===== src/rtl/bin_to_bcd_pkg.sv =====
// rtl/bin_to_bcd_pkg.sv - shared types, segment glyphs and sizing helper for bin_to_bcd_7seg_seq
package bin_to_bcd_pkg;

  // Conversion sequencer states
  typedef enum logic [1:0] {
    IDLE  = 2'd0,
    SHIFT = 2'd1,
    DONE  = 2'd2
  } state_e;

  // Segment glyphs, bit order gfedcba, active-high
  localparam logic [6:0] SEG_0     = 7'b0111111;
  localparam logic [6:0] SEG_1     = 7'b0000110;
  localparam logic [6:0] SEG_2     = 7'b1011011;
  localparam logic [6:0] SEG_3     = 7'b1001111;
  localparam logic [6:0] SEG_4     = 7'b1100110;
  localparam logic [6:0] SEG_5     = 7'b1101101;
  localparam logic [6:0] SEG_6     = 7'b1111101;
  localparam logic [6:0] SEG_7     = 7'b0000111;
  localparam logic [6:0] SEG_8     = 7'b1111111;
  localparam logic [6:0] SEG_9     = 7'b1100111;
  localparam logic [6:0] SEG_BLANK = 7'b0000000;

  // Number of decimal digits needed to show the largest width-bit unsigned value
  function automatic int min_digits(input int width);
    longint unsigned max_val;
    int              d;
    max_val = (64'd1 << width) - 64'd1;
    d       = 1;
    while (max_val >= 64'd10) begin
      max_val = max_val / 64'd10;
      d++;
    end
    return d;
  endfunction

endpackage


===== src/rtl/bcd_digit_to_seg7.sv =====
// rtl/bcd_digit_to_seg7.sv - combinational single BCD digit to 7-segment (gfedcba) decoder
module bcd_digit_to_seg7
  import bin_to_bcd_pkg::*;
(
  input  logic [3:0] digit,
  output logic [6:0] seg
);

  // Glyph lookup; non-decimal codes show nothing
  always_comb begin
    seg = SEG_BLANK;
    case (digit)
      4'd0:    seg = SEG_0;
      4'd1:    seg = SEG_1;
      4'd2:    seg = SEG_2;
      4'd3:    seg = SEG_3;
      4'd4:    seg = SEG_4;
      4'd5:    seg = SEG_5;
      4'd6:    seg = SEG_6;
      4'd7:    seg = SEG_7;
      4'd8:    seg = SEG_8;
      4'd9:    seg = SEG_9;
      default: seg = SEG_BLANK;
    endcase
  end

endmodule


===== src/rtl/bin_to_bcd_7seg_seq.sv =====
// rtl/bin_to_bcd_7seg_seq.sv - sequential double-dabble binary to BCD + 7-segment driver; option macro BIN_TO_BCD_LEADING_ZERO_BLANK_EN
module bin_to_bcd_7seg_seq
  import bin_to_bcd_pkg::*;
#(
  parameter int WIDTH  = 8,
  parameter int DIGITS = 3
) (
  input  logic                  clk,
  input  logic                  rst,
  input  logic                  in_valid,
  output logic                  in_ready,
  input  logic [WIDTH-1:0]      in_data,
  output logic                  out_valid,
  input  logic                  out_ready,
  output logic [4*DIGITS-1:0]   bcd,
  output logic [7*DIGITS-1:0]   seg
);

  localparam int BCD_W = 4 * DIGITS;
  localparam int SEG_W = 7 * DIGITS;
  localparam int CNT_W = $clog2(WIDTH + 1);

  if (WIDTH < 1 || WIDTH > 32) begin : g_bad_width
    $error("bin_to_bcd_7seg_seq: WIDTH must be in 1..32");
  end
  if (DIGITS < min_digits(WIDTH)) begin : g_bad_digits
    $error("bin_to_bcd_7seg_seq: DIGITS too small for WIDTH");
  end

  state_e             state_q, state_d;
  logic [WIDTH-1:0]   shreg_q, shreg_d;
  logic [BCD_W-1:0]   scratch_q, scratch_d;
  logic [CNT_W-1:0]   cnt_q, cnt_d;
  logic [BCD_W-1:0]   bcd_q, bcd_d;
  logic [SEG_W-1:0]   seg_q, seg_d;
  logic               out_valid_q, out_valid_d;
  logic               in_ready_q, in_ready_d;

  logic [BCD_W-1:0]   scratch_adj;
  logic [BCD_W-1:0]   scratch_shift;
  logic [WIDTH-1:0]   shreg_shift;
  logic [SEG_W-1:0]   seg_raw;
  logic [SEG_W-1:0]   seg_disp;

  // One double-dabble step: add 3 to every digit >= 5, then shift scratch:value left
  always_comb begin
    scratch_adj = scratch_q;
    for (int i = 0; i < DIGITS; i++) begin
      if (scratch_q[4*i +: 4] >= 4'd5) begin
        scratch_adj[4*i +: 4] = scratch_q[4*i +: 4] + 4'd3;
      end
    end
    {scratch_shift, shreg_shift} = {scratch_adj, shreg_q} << 1;
  end

  // Decode the post-step digits so the final step can load seg on the same edge as bcd
  for (genvar g = 0; g < DIGITS; g++) begin : g_dec
    bcd_digit_to_seg7 u_dec (
      .digit (scratch_shift[4*g +: 4]),
      .seg   (seg_raw[7*g +: 7])
    );
  end

`ifdef BIN_TO_BCD_LEADING_ZERO_BLANK_EN
  logic seen_nz;

  // Blank zero digits above the most significant non-zero digit; digit 0 always shows
  always_comb begin
    seg_disp = seg_raw;
    seen_nz  = 1'b0;
    for (int i = DIGITS - 1; i >= 1; i--) begin
      if (scratch_shift[4*i +: 4] != 4'd0) begin
        seen_nz = 1'b1;
      end
      if (!seen_nz) begin
        seg_disp[7*i +: 7] = SEG_BLANK;
      end
    end
  end
`else
  assign seg_disp = seg_raw;
`endif

  // Sequencer next-state and next-output logic
  always_comb begin
    state_d     = state_q;
    shreg_d     = shreg_q;
    scratch_d   = scratch_q;
    cnt_d       = cnt_q;
    bcd_d       = bcd_q;
    seg_d       = seg_q;
    out_valid_d = out_valid_q;
    in_ready_d  = in_ready_q;
    case (state_q)
      IDLE: begin
        if (in_valid) begin
          shreg_d    = in_data;
          scratch_d  = '0;
          cnt_d      = CNT_W'(WIDTH);
          in_ready_d = 1'b0;
          state_d    = SHIFT;
        end
      end
      SHIFT: begin
        scratch_d = scratch_shift;
        shreg_d   = shreg_shift;
        cnt_d     = cnt_q - CNT_W'(1);
        if (cnt_q == CNT_W'(1)) begin
          bcd_d       = scratch_shift;
          seg_d       = seg_disp;
          out_valid_d = 1'b1;
          state_d     = DONE;
        end
      end
      DONE: begin
        if (out_ready) begin
          out_valid_d = 1'b0;
          in_ready_d  = 1'b1;
          state_d     = IDLE;
        end
      end
      default: begin
        out_valid_d = 1'b0;
        in_ready_d  = 1'b1;
        state_d     = IDLE;
      end
    endcase
  end

  // State and registered outputs; reset abandons any conversion in flight
  always_ff @(posedge clk or posedge rst) begin
    if (rst) begin
      state_q     <= IDLE;
      shreg_q     <= '0;
      scratch_q   <= '0;
      cnt_q       <= '0;
      bcd_q       <= '0;
      seg_q       <= '0;
      out_valid_q <= 1'b0;
      in_ready_q  <= 1'b1;
    end else begin
      state_q     <= state_d;
      shreg_q     <= shreg_d;
      scratch_q   <= scratch_d;
      cnt_q       <= cnt_d;
      bcd_q       <= bcd_d;
      seg_q       <= seg_d;
      out_valid_q <= out_valid_d;
      in_ready_q  <= in_ready_d;
    end
  end

  assign in_ready  = in_ready_q;
  assign out_valid = out_valid_q;
  assign bcd       = bcd_q;
  assign seg       = seg_q;

endmodule


===== config.mk =====
export PLATFORM = sky130hd
export DESIGN_NAME = bin_to_bcd_7seg_seq
export DESIGN_NICKNAME = d
export VERILOG_FILES = /design/src/rtl/bin_to_bcd_pkg.sv /design/src/rtl/bcd_digit_to_seg7.sv /design/src/rtl/bin_to_bcd_7seg_seq.sv
export SDC_FILE = /design/constraint.sdc
export NUM_CORES = 1
export LEC_CHECK = 0
export CAP_MARGIN = 30
export CORE_UTILIZATION = 30
export CTS_BUF_LIST = sky130_fd_sc_hd__clkbuf_2
export CTS_CLUSTER_SIZE = 20
export DETAILED_ROUTE_END_ITERATION = 8
export GPL_ROUTABILITY_DRIVEN = 0
export GPL_TIMING_DRIVEN = 0
export PLACE_DENSITY = 0.54
export SYNTH_ARGS = -nofsm -noshare
export SYNTH_HDL_FRONTEND = slang
export SYNTH_HIERARCHICAL = 1
export SYNTH_SLANG_ARGS = --single-unit

===== constraint.sdc =====
create_clock -name clk -period 5 [get_ports clk]
set_clock_uncertainty 0.05 [all_clocks]
set_input_delay 1 -clock clk [delete_from_list [all_inputs] [get_ports clk]]
set_output_delay 1 -clock clk [all_outputs]
set_load 0.005 [all_outputs]

* Yosys cells after proc, flatten, opt, wreduce, memory -nomap -nowiden
Memories as Yosys holds them, arrays and structs flattened. A register that Yosys moved wholly into a read port is not among the register bits. Cells that the tools add are included.
Storage, ports and cells: word-level logic and storage cells 51, memories kept 3, output and inout bits 35, ROM bits 336, input port bits 12, register bits 40
Memories:
- (no name shown) | depth 16, width 7, rd ports 1, clocked after Yosys merged registers in 1, wr ports 0, line bcd_digit_to_seg7.sv:12 | case (digit)
- (no name shown) | depth 16, width 7, rd ports 1, clocked after Yosys merged registers in 1, wr ports 0, line bcd_digit_to_seg7.sv:12
- (no name shown) | depth 16, width 7, rd ports 1, clocked after Yosys merged registers in 1, wr ports 0, line bcd_digit_to_seg7.sv:12
Cells by class: mux-type cells 19, equal/unequal tests 6, bitwise operators 2, add/sub/neg operators 4, reduce and logical (&&, ||, !) cells 7, magnitude comparators 3
Operators by type and width (number):
- $pmux 12 s2 | 1
- $pmux 8 s2 | 1
- $ge 4x3->1 const B | 3
- $mux 12 | 1
- $mux 4 | 3
- $reduce_and 3->1 | 3
- $add 4x2->4 const B | 2
- $mux 8 | 1
- $pmux 4 s2 | 1
- $mux 2 | 3
- $ne 2x2->1 const B | 3
- $pmux 1 s3 | 2
- $pmux 2 s3 | 1
- $eq 4x1->1 const B | 1
- $mux 1 | 4
- $reduce_and 2->1 | 2
- $sub 4x1->4 const B | 1
- $add 3x2->3 const B | 1
- $mux 3 | 1
- $eq 2x1->1 const B | 1
- $eq 2x2->1 const B | 1
- $logic_not 2->1 | 1
- $not 1->1 | 2
- $reduce_bool 2->1 | 1

* Longest topological paths before layout
depth after elaboration 3, mapped depth 11

* Modules after synthesis
Netlist, hierarchy kept.
Modules (own cells, without submodules):
- bin_to_bcd_7seg_seq | times used 1, area an instance 2740.1 um^2, cells each 224, seq. area each 1527.7 um^2
- bcd_digit_to_seg7 | times used 3, area an instance 188.9 um^2, cells each 27, seq. area each 0.0 um^2

* Least setup slack after synthesis
Ideal clock, no wire load.
path type register -> register, start point reg scratch_q[0], end point reg seg_q[3] (netlist: seg[3]), stages on the path, launching flop included 10, arrival time 2.141 ns, path slack 2.684 ns, required time 4.825 ns, setup time 0.125 ns, path buffers 0, cells stage by stage dfrtp_1 -> ha_1 -> nand2b_1 -> a21oi_1 -> xnor2_1 -> inv_1 -> ha_1 -> a21oi_1 -> o22ai_1 -> mux2_4
Between the ends: longest elaborated chain between the ends 2, elaborated cells on any way between the ends 3, those cells by class add/sub: 1; order compare: 1; mux: 1
RTL lines:
- start: declaration | line bin_to_bcd_7seg_seq.sv:32 | logic [BCD_W-1:0] scratch_q, scratch_d;
- start signal: assignment | line bin_to_bcd_7seg_seq.sv:144 | scratch_q <= scratch_d;
- $add 4x2->4 or $ge 4x3->1 (tied branches) | line bin_to_bcd_7seg_seq.sv:50, bin_to_bcd_7seg_seq.sv:49
- $mux 4 * | line bin_to_bcd_7seg_seq.sv:49 | if (scratch_q[4*i +: 4] >= 4'd5) begin
- named net scratch_adj[0] | line bin_to_bcd_7seg_seq.sv:39 | logic [BCD_W-1:0] scratch_adj;
- end: declaration | line bin_to_bcd_7seg_seq.sv:35 | logic [SEG_W-1:0] seg_q, seg_d;
Mark *: on every way through the listed nets, which the timed path passes. The rest lies on a longest branch. A chain may end at the register's enable or synchronous reset.

* Final worst setup path
start point reg scratch_q[0], end point reg seg_q[5] (netlist: seg[5])
Same word-level chain as after synthesis.

==> report_table.html <==
<table>
<tr><th>Metric</th><th>Value</th></tr>
<tr><th colspan="2">Critical path</th></tr>
<tr><td>Critical Path Sink Type</td><td>register</td></tr>
<tr><td>Worst Setup Path Type</td><td>register to register</td></tr>
<tr><td>Crit path DAT</td><td>between 3 and 4 ns</td></tr>
<tr><td>Worst-path cell with the longest stage delay</td><td>xnor2_1</td></tr>
<tr><td>Required time worst endpoint</td><td>approximately 5.3 ns</td></tr>
<tr><td>List of cells traversed by the critical path</td><td>inv_1, ha_1, nand2b_1, a21oi_1, xnor2_1, inv_1, ha_1, a21oi_1, o22ai_1, mux2_4</td></tr>
<tr><td>Worst-path maximum fanout</td><td>8</td></tr>
<tr><td>Startpoint Class</td><td>register</td></tr>
<tr><td>Delay of the slowest cell on the worst path</td><td>0.59 ns</td></tr>
<tr><th colspan="2">Synthesis</th></tr>
<tr><td>Netlist area before placement</td><td>roughly 3300 um2</td></tr>
<tr><td>Synthesized-area fraction occupied by ao, oa, aoi and oai cells</td><td>14.9%</td></tr>
<tr><td>XOR/XNOR Fraction of Synth Area</td><td>between 1.5 and 2%</td></tr>
<tr><td>Number of distinct library cells after synthesis</td><td>29</td></tr>
<tr><td>Largest family of logic cells by synthesized area</td><td>compound AO/OA/AOI/OAI gates</td></tr>
<tr><td>Post-Synthesis Cells</td><td>about 310</td></tr>
<tr><td>Post-synth EDFFs</td><td>0</td></tr>
<tr><td>Yosys warnings</td><td>6</td></tr>
<tr><td>Net count after synthesis</td><td>~340</td></tr>
<tr><td>Mux contribution to synthesized area</td><td>approximately an eighth</td></tr>
<tr><td>Number of synthesized register bits</td><td>61</td></tr>
<tr><td>Seq/Total Area, Yosys</td><td>46.2%</td></tr>
<tr><td>Share of flip-flops with an asynchronous set or reset</td><td>100%</td></tr>
<tr><td>Area share of fa/ha/maj cells after synthesis</td><td>9.84%</td></tr>
<tr><td>Average cell area after synthesis</td><td>between 10 and 15 um2</td></tr>
<tr><td>Post-synthesis simple-gate area fraction</td><td>approximately a tenth</td></tr>
<tr><td>Most frequently used flop master after synthesis</td><td>dfrtp_1</td></tr>
<tr><th colspan="2">Drt</th></tr>
<tr><td>Number of remaining DRC errors</td><td>0</td></tr>
<tr><td>Post-detailed-route wirelength per cell</td><td>between 10 and 15 um</td></tr>
<tr><td>First-pass detailed-route iteration total</td><td>4</td></tr>
<tr><td>Per-cell via count in the routed design</td><td>4.68</td></tr>
<tr><td>Vias after detailed routing</td><td>approximately 2400</td></tr>
<tr><td>Antenna Violating Nets Remaining</td><td>0</td></tr>
<tr><td>Number of DRC markers in iteration 0</td><td>between 40 and 50</td></tr>
<tr><td>Total wire length</td><td>around 7000 um</td></tr>
<tr><th colspan="2">STA</th></tr>
<tr><td>RSZ-0062 raised after global routing</td><td>false</td></tr>
<tr><td>Final period demand of the worst path</td><td>~2.7 ns</td></tr>
<tr><td>Final-report setup violation count</td><td>0</td></tr>
<tr><td>Actual slew at the worst max-slew pin</td><td>around 0.72 ns</td></tr>
<tr><td>Max_slew headroom</td><td>slightly above 50%</td></tr>
<tr><td>Setup TNS</td><td>0 ns</td></tr>
<tr><td>Count of final max-slew check failures</td><td>0</td></tr>
<tr><td>Share of the cycle needed by the critical path after routing</td><td>between 50% and 60%</td></tr>
<tr><td>Number of failing hold endpoints at the final stage</td><td>0</td></tr>
<tr><td>Top achievable clock speed</td><td>around 0.37 GHz</td></tr>
<tr><td>Fin worst setup slack</td><td>between 2 and 2.5 ns</td></tr>
<tr><th colspan="2">Floorplan</th></tr>
<tr><td>Floorplan die area</td><td>~11000 um2</td></tr>
<tr><td>Die outline width</td><td>around 110 um</td></tr>
<tr><td>Die Y-Extent</td><td>around 110 um</td></tr>
<tr><td>Number of primary I/O pins</td><td>between 40 and 50</td></tr>
<tr><td>Row cnt</td><td>37</td></tr>
<tr><td>Core region area</td><td>around 11000 um2</td></tr>
<tr><td>Initial core utilization</td><td>31.5%</td></tr>
<tr><th colspan="2">Pwr</th></tr>
<tr><td>Clock Power Share</td><td>under 10%</td></tr>
<tr><td>Combinational cell fraction of total power</td><td>61.6%</td></tr>
<tr><td>Net switching power figure</td><td>0.00122 W</td></tr>
<tr><td>Cell leakage power</td><td>around 1.9 nW</td></tr>
<tr><td>Ratio of total power to cell area</td><td>725 nW/um2</td></tr>
<tr><td>Switching portion of total power</td><td>a little over two fifths</td></tr>
<tr><td>Internal power</td><td>0.00171 W</td></tr>
<tr><td>Proportion of power drawn by flip-flops and latches</td><td>around 30%</td></tr>
<tr><td>Peak ir drop on the vdd network</td><td>between 0.2 and 0.25 mV</td></tr>
<tr><th colspan="2">Global routing</th></tr>
<tr><td>Grt met1 use</td><td>17.9%</td></tr>
<tr><td>Maximum number of pins on one net before global-route repair</td><td>33</td></tr>
<tr><td>Global-route usage over all layers</td><td>13.5%</td></tr>
<tr><td>Most Used Layer, Global Route</td><td>met2</td></tr>
<tr><td>Grt total ovfl</td><td>0</td></tr>
<tr><td>Met3 global-route usage</td><td>under 10%</td></tr>
<tr><td>Vias in the first global route</td><td>between 2000 and 2500</td></tr>
<tr><td>M2 GR Usage</td><td>between 20% and 30%</td></tr>
<tr><td>Global-route wire length before repair</td><td>approximately 12000 um</td></tr>
<tr><td>Number of antenna violations at the first check in global routing</td><td>0</td></tr>
<tr><th colspan="2">Clocking</th></tr>
<tr><td>Clock slew seen by the registers of the worst setup and hold paths</td><td>between 0.15 and 0.2 ns</td></tr>
<tr><td>H-tree lvl count</td><td>3</td></tr>
<tr><td>Setup bufs post-CTS</td><td>0</td></tr>
<tr><td>Number of hold buffers added after cts</td><td>0</td></tr>
<tr><td>TritonCTS clock tree</td><td>built</td></tr>
<tr><td>Maximum clock insertion buffer count</td><td>2</td></tr>
<tr><td>Cell chosen for the clock root</td><td>clkbuf_2</td></tr>
<tr><td>Number of resized instances in the post-cts repair step</td><td>0</td></tr>
<tr><td>Clk sinks</td><td>61</td></tr>
<tr><td>Latest clock arrival within the worst-skew pair</td><td>between 0.4 and 0.5 ns</td></tr>
<tr><td>TritonCTS buffer count</td><td>9</td></tr>
<tr><th colspan="2">Cells and area</th></tr>
<tr><td>Area of all sequential standard cells</td><td>~1500 um2</td></tr>
<tr><td>Layout overhead on the synthesized area</td><td>22.0%</td></tr>
<tr><td>Layout cell share with drive strength beyond 1</td><td>between 10% and 20%</td></tr>
<tr><td>Multi-input gate area</td><td>between 1500 and 2000 um2</td></tr>
<tr><td>Total inserted antenna cells</td><td>0</td></tr>
<tr><td>Final instance area</td><td>between 4000 and 5000 um2</td></tr>
<tr><td>Filler Cells Inserted</td><td>~1100</td></tr>
<tr><td>Most frequent cells in the layout</td><td>dfrtp_1, clkdlybuf4s50_1, o21ai_0, inv_1, ha_1</td></tr>
<tr><td>Final #Nets</td><td>401</td></tr>
<tr><td>Most common library cell in the layout ignoring fill and taps</td><td>dfrtp_1</td></tr>
<tr><th colspan="2">Placed design</th></tr>
<tr><td>HPWL after DPL</td><td>4820 um</td></tr>
<tr><td>I/O Buffers</td><td>46</td></tr>
<tr><td>Post-placement setup slack</td><td>~2 ns</td></tr>
<tr><td>Post-placement cell area</td><td>3960 um2</td></tr>
<tr><th colspan="2">Status</th></tr>
<tr><td>Outcome</td><td>finished clean</td></tr>
<tr><th colspan="2">Flow run</th></tr>
<tr><td>Max-cap violation count</td><td>0</td></tr>
<tr><th colspan="2">Hold path</th></tr>
<tr><td>Worst min path class</td><td>register to register</td></tr>
</table>
## path summary, 6_finish.rpt
check | start | to | slack [ns] | depth (start not counted)
min reg2reg | in_ready$_DFFE_PP1P_ | in_ready$_DFFE_PP1P_ | 0.43 | 2
max | scratch_q[0]$_DFFE_PP0P_ | seg[5]$_DFFE_PP0P_ | 2.26 | 10
max reg2reg | scratch_q[0]$_DFFE_PP0P_ | seg[5]$_DFFE_PP0P_ | 2.26 | 10
min in group asynchronous | rst | out_valid$_DFFE_PP0P_ | 0.88 | 2
min | in_ready$_DFFE_PP1P_ | in_ready$_DFFE_PP1P_ | 0.43 | 2
max in group asynchronous | rst | scratch_q[8]$_DFFE_PP0P_ | 3.40 | 3
## worst max-delay path, delay by kind of cell (launching register included)
kind            cells  cell delay (ns)
compound gates      3             0.37
xor+xnor            1             0.59
fa+ha+maj           2             0.50
buf+inv             2             0.27
flops               1             0.45
mux                 1             0.29
simple gates        1             0.11
## routing by layer
layer	share of wire, %	routed length, um	vias up
li1	-	-	1170
met1	48	3340	1141
met2	46	3190	40
met3	4.1	281	7
met4	1.2	81	0
met5	0	0	-
## power groups by stage
stage | clock network [W] | logic [W] | registers, W
2_1_floorplan | 0 | 0.00124 | 0.000871
3_3_place_gp | 0 | 0.00177 | 0.000887
3_5_place_dp | 0 | 0.00181 | 0.000892
4_1_cts | 0.000263 | 0.00183 | 0.000880
5_1_grt | 0.000288 | 0.00205 | 0.000910
6_report | 0.000248 | 0.00180 | 0.000876
## sequential cells by signal (all words and copies together), names as in the netlist
name       flops
seg           21
in_ready       1
shreg_q        8
cnt_q          4
bcd           12
scratch_q     12
state_q        2
out_valid      1
## synth_stat cells, drive strengths merged, types with 7 or more instances
library cell | instances | share of area, %
ha | 26 | 9.8
and3b | 7 | 1.9
o21ai | 27 | 4.1
dfrtp | 60 | 45
o22ai | 12 | 2.3
mux2 | 31 | 12
nor2 | 8 | 0.91
a21oi | 25 | 3.8
nand2 | 25 | 2.9
inv | 28 | 3.2
a22o | 14 | 3.7
## layout make-up
type | count | area share, %
Timing Repair Buffer | 47 | 11.9
Clock inverter | 3 | 0.310
Inverter | 28 | 2.60
Clock buffer | 13 | 1.61
Tap cell | 136 | 4.22
Multi-Input combinational cell | 206 | 39.9
Sequential cell | 61 | 37.9
Buffer | 10 | 1.61
## logic make-up after synthesis
kind of cell	after synthesis
adders and majority gates	26
muxes	34
and+or+nand+nor	58
AOI/OAI and AO/OA	82
xor gates and xnor gates	6
buffers and inverters	38
DFF	61
## through the flow
step	instances	utilization, %	power [W]	hold slack [ns]
floorplan	305	-	0.00211	0.400
detailed placement	488	37.7	0.00271	0.408
global placement	487	37.5	0.00266	0.413
finish	504	38.4	0.00292	0.431
global route	504	38.4	0.00325	0.457
CTS	504	38.4	0.00297	0.437
No activity file was read; power rests on OpenSTA's default activity.
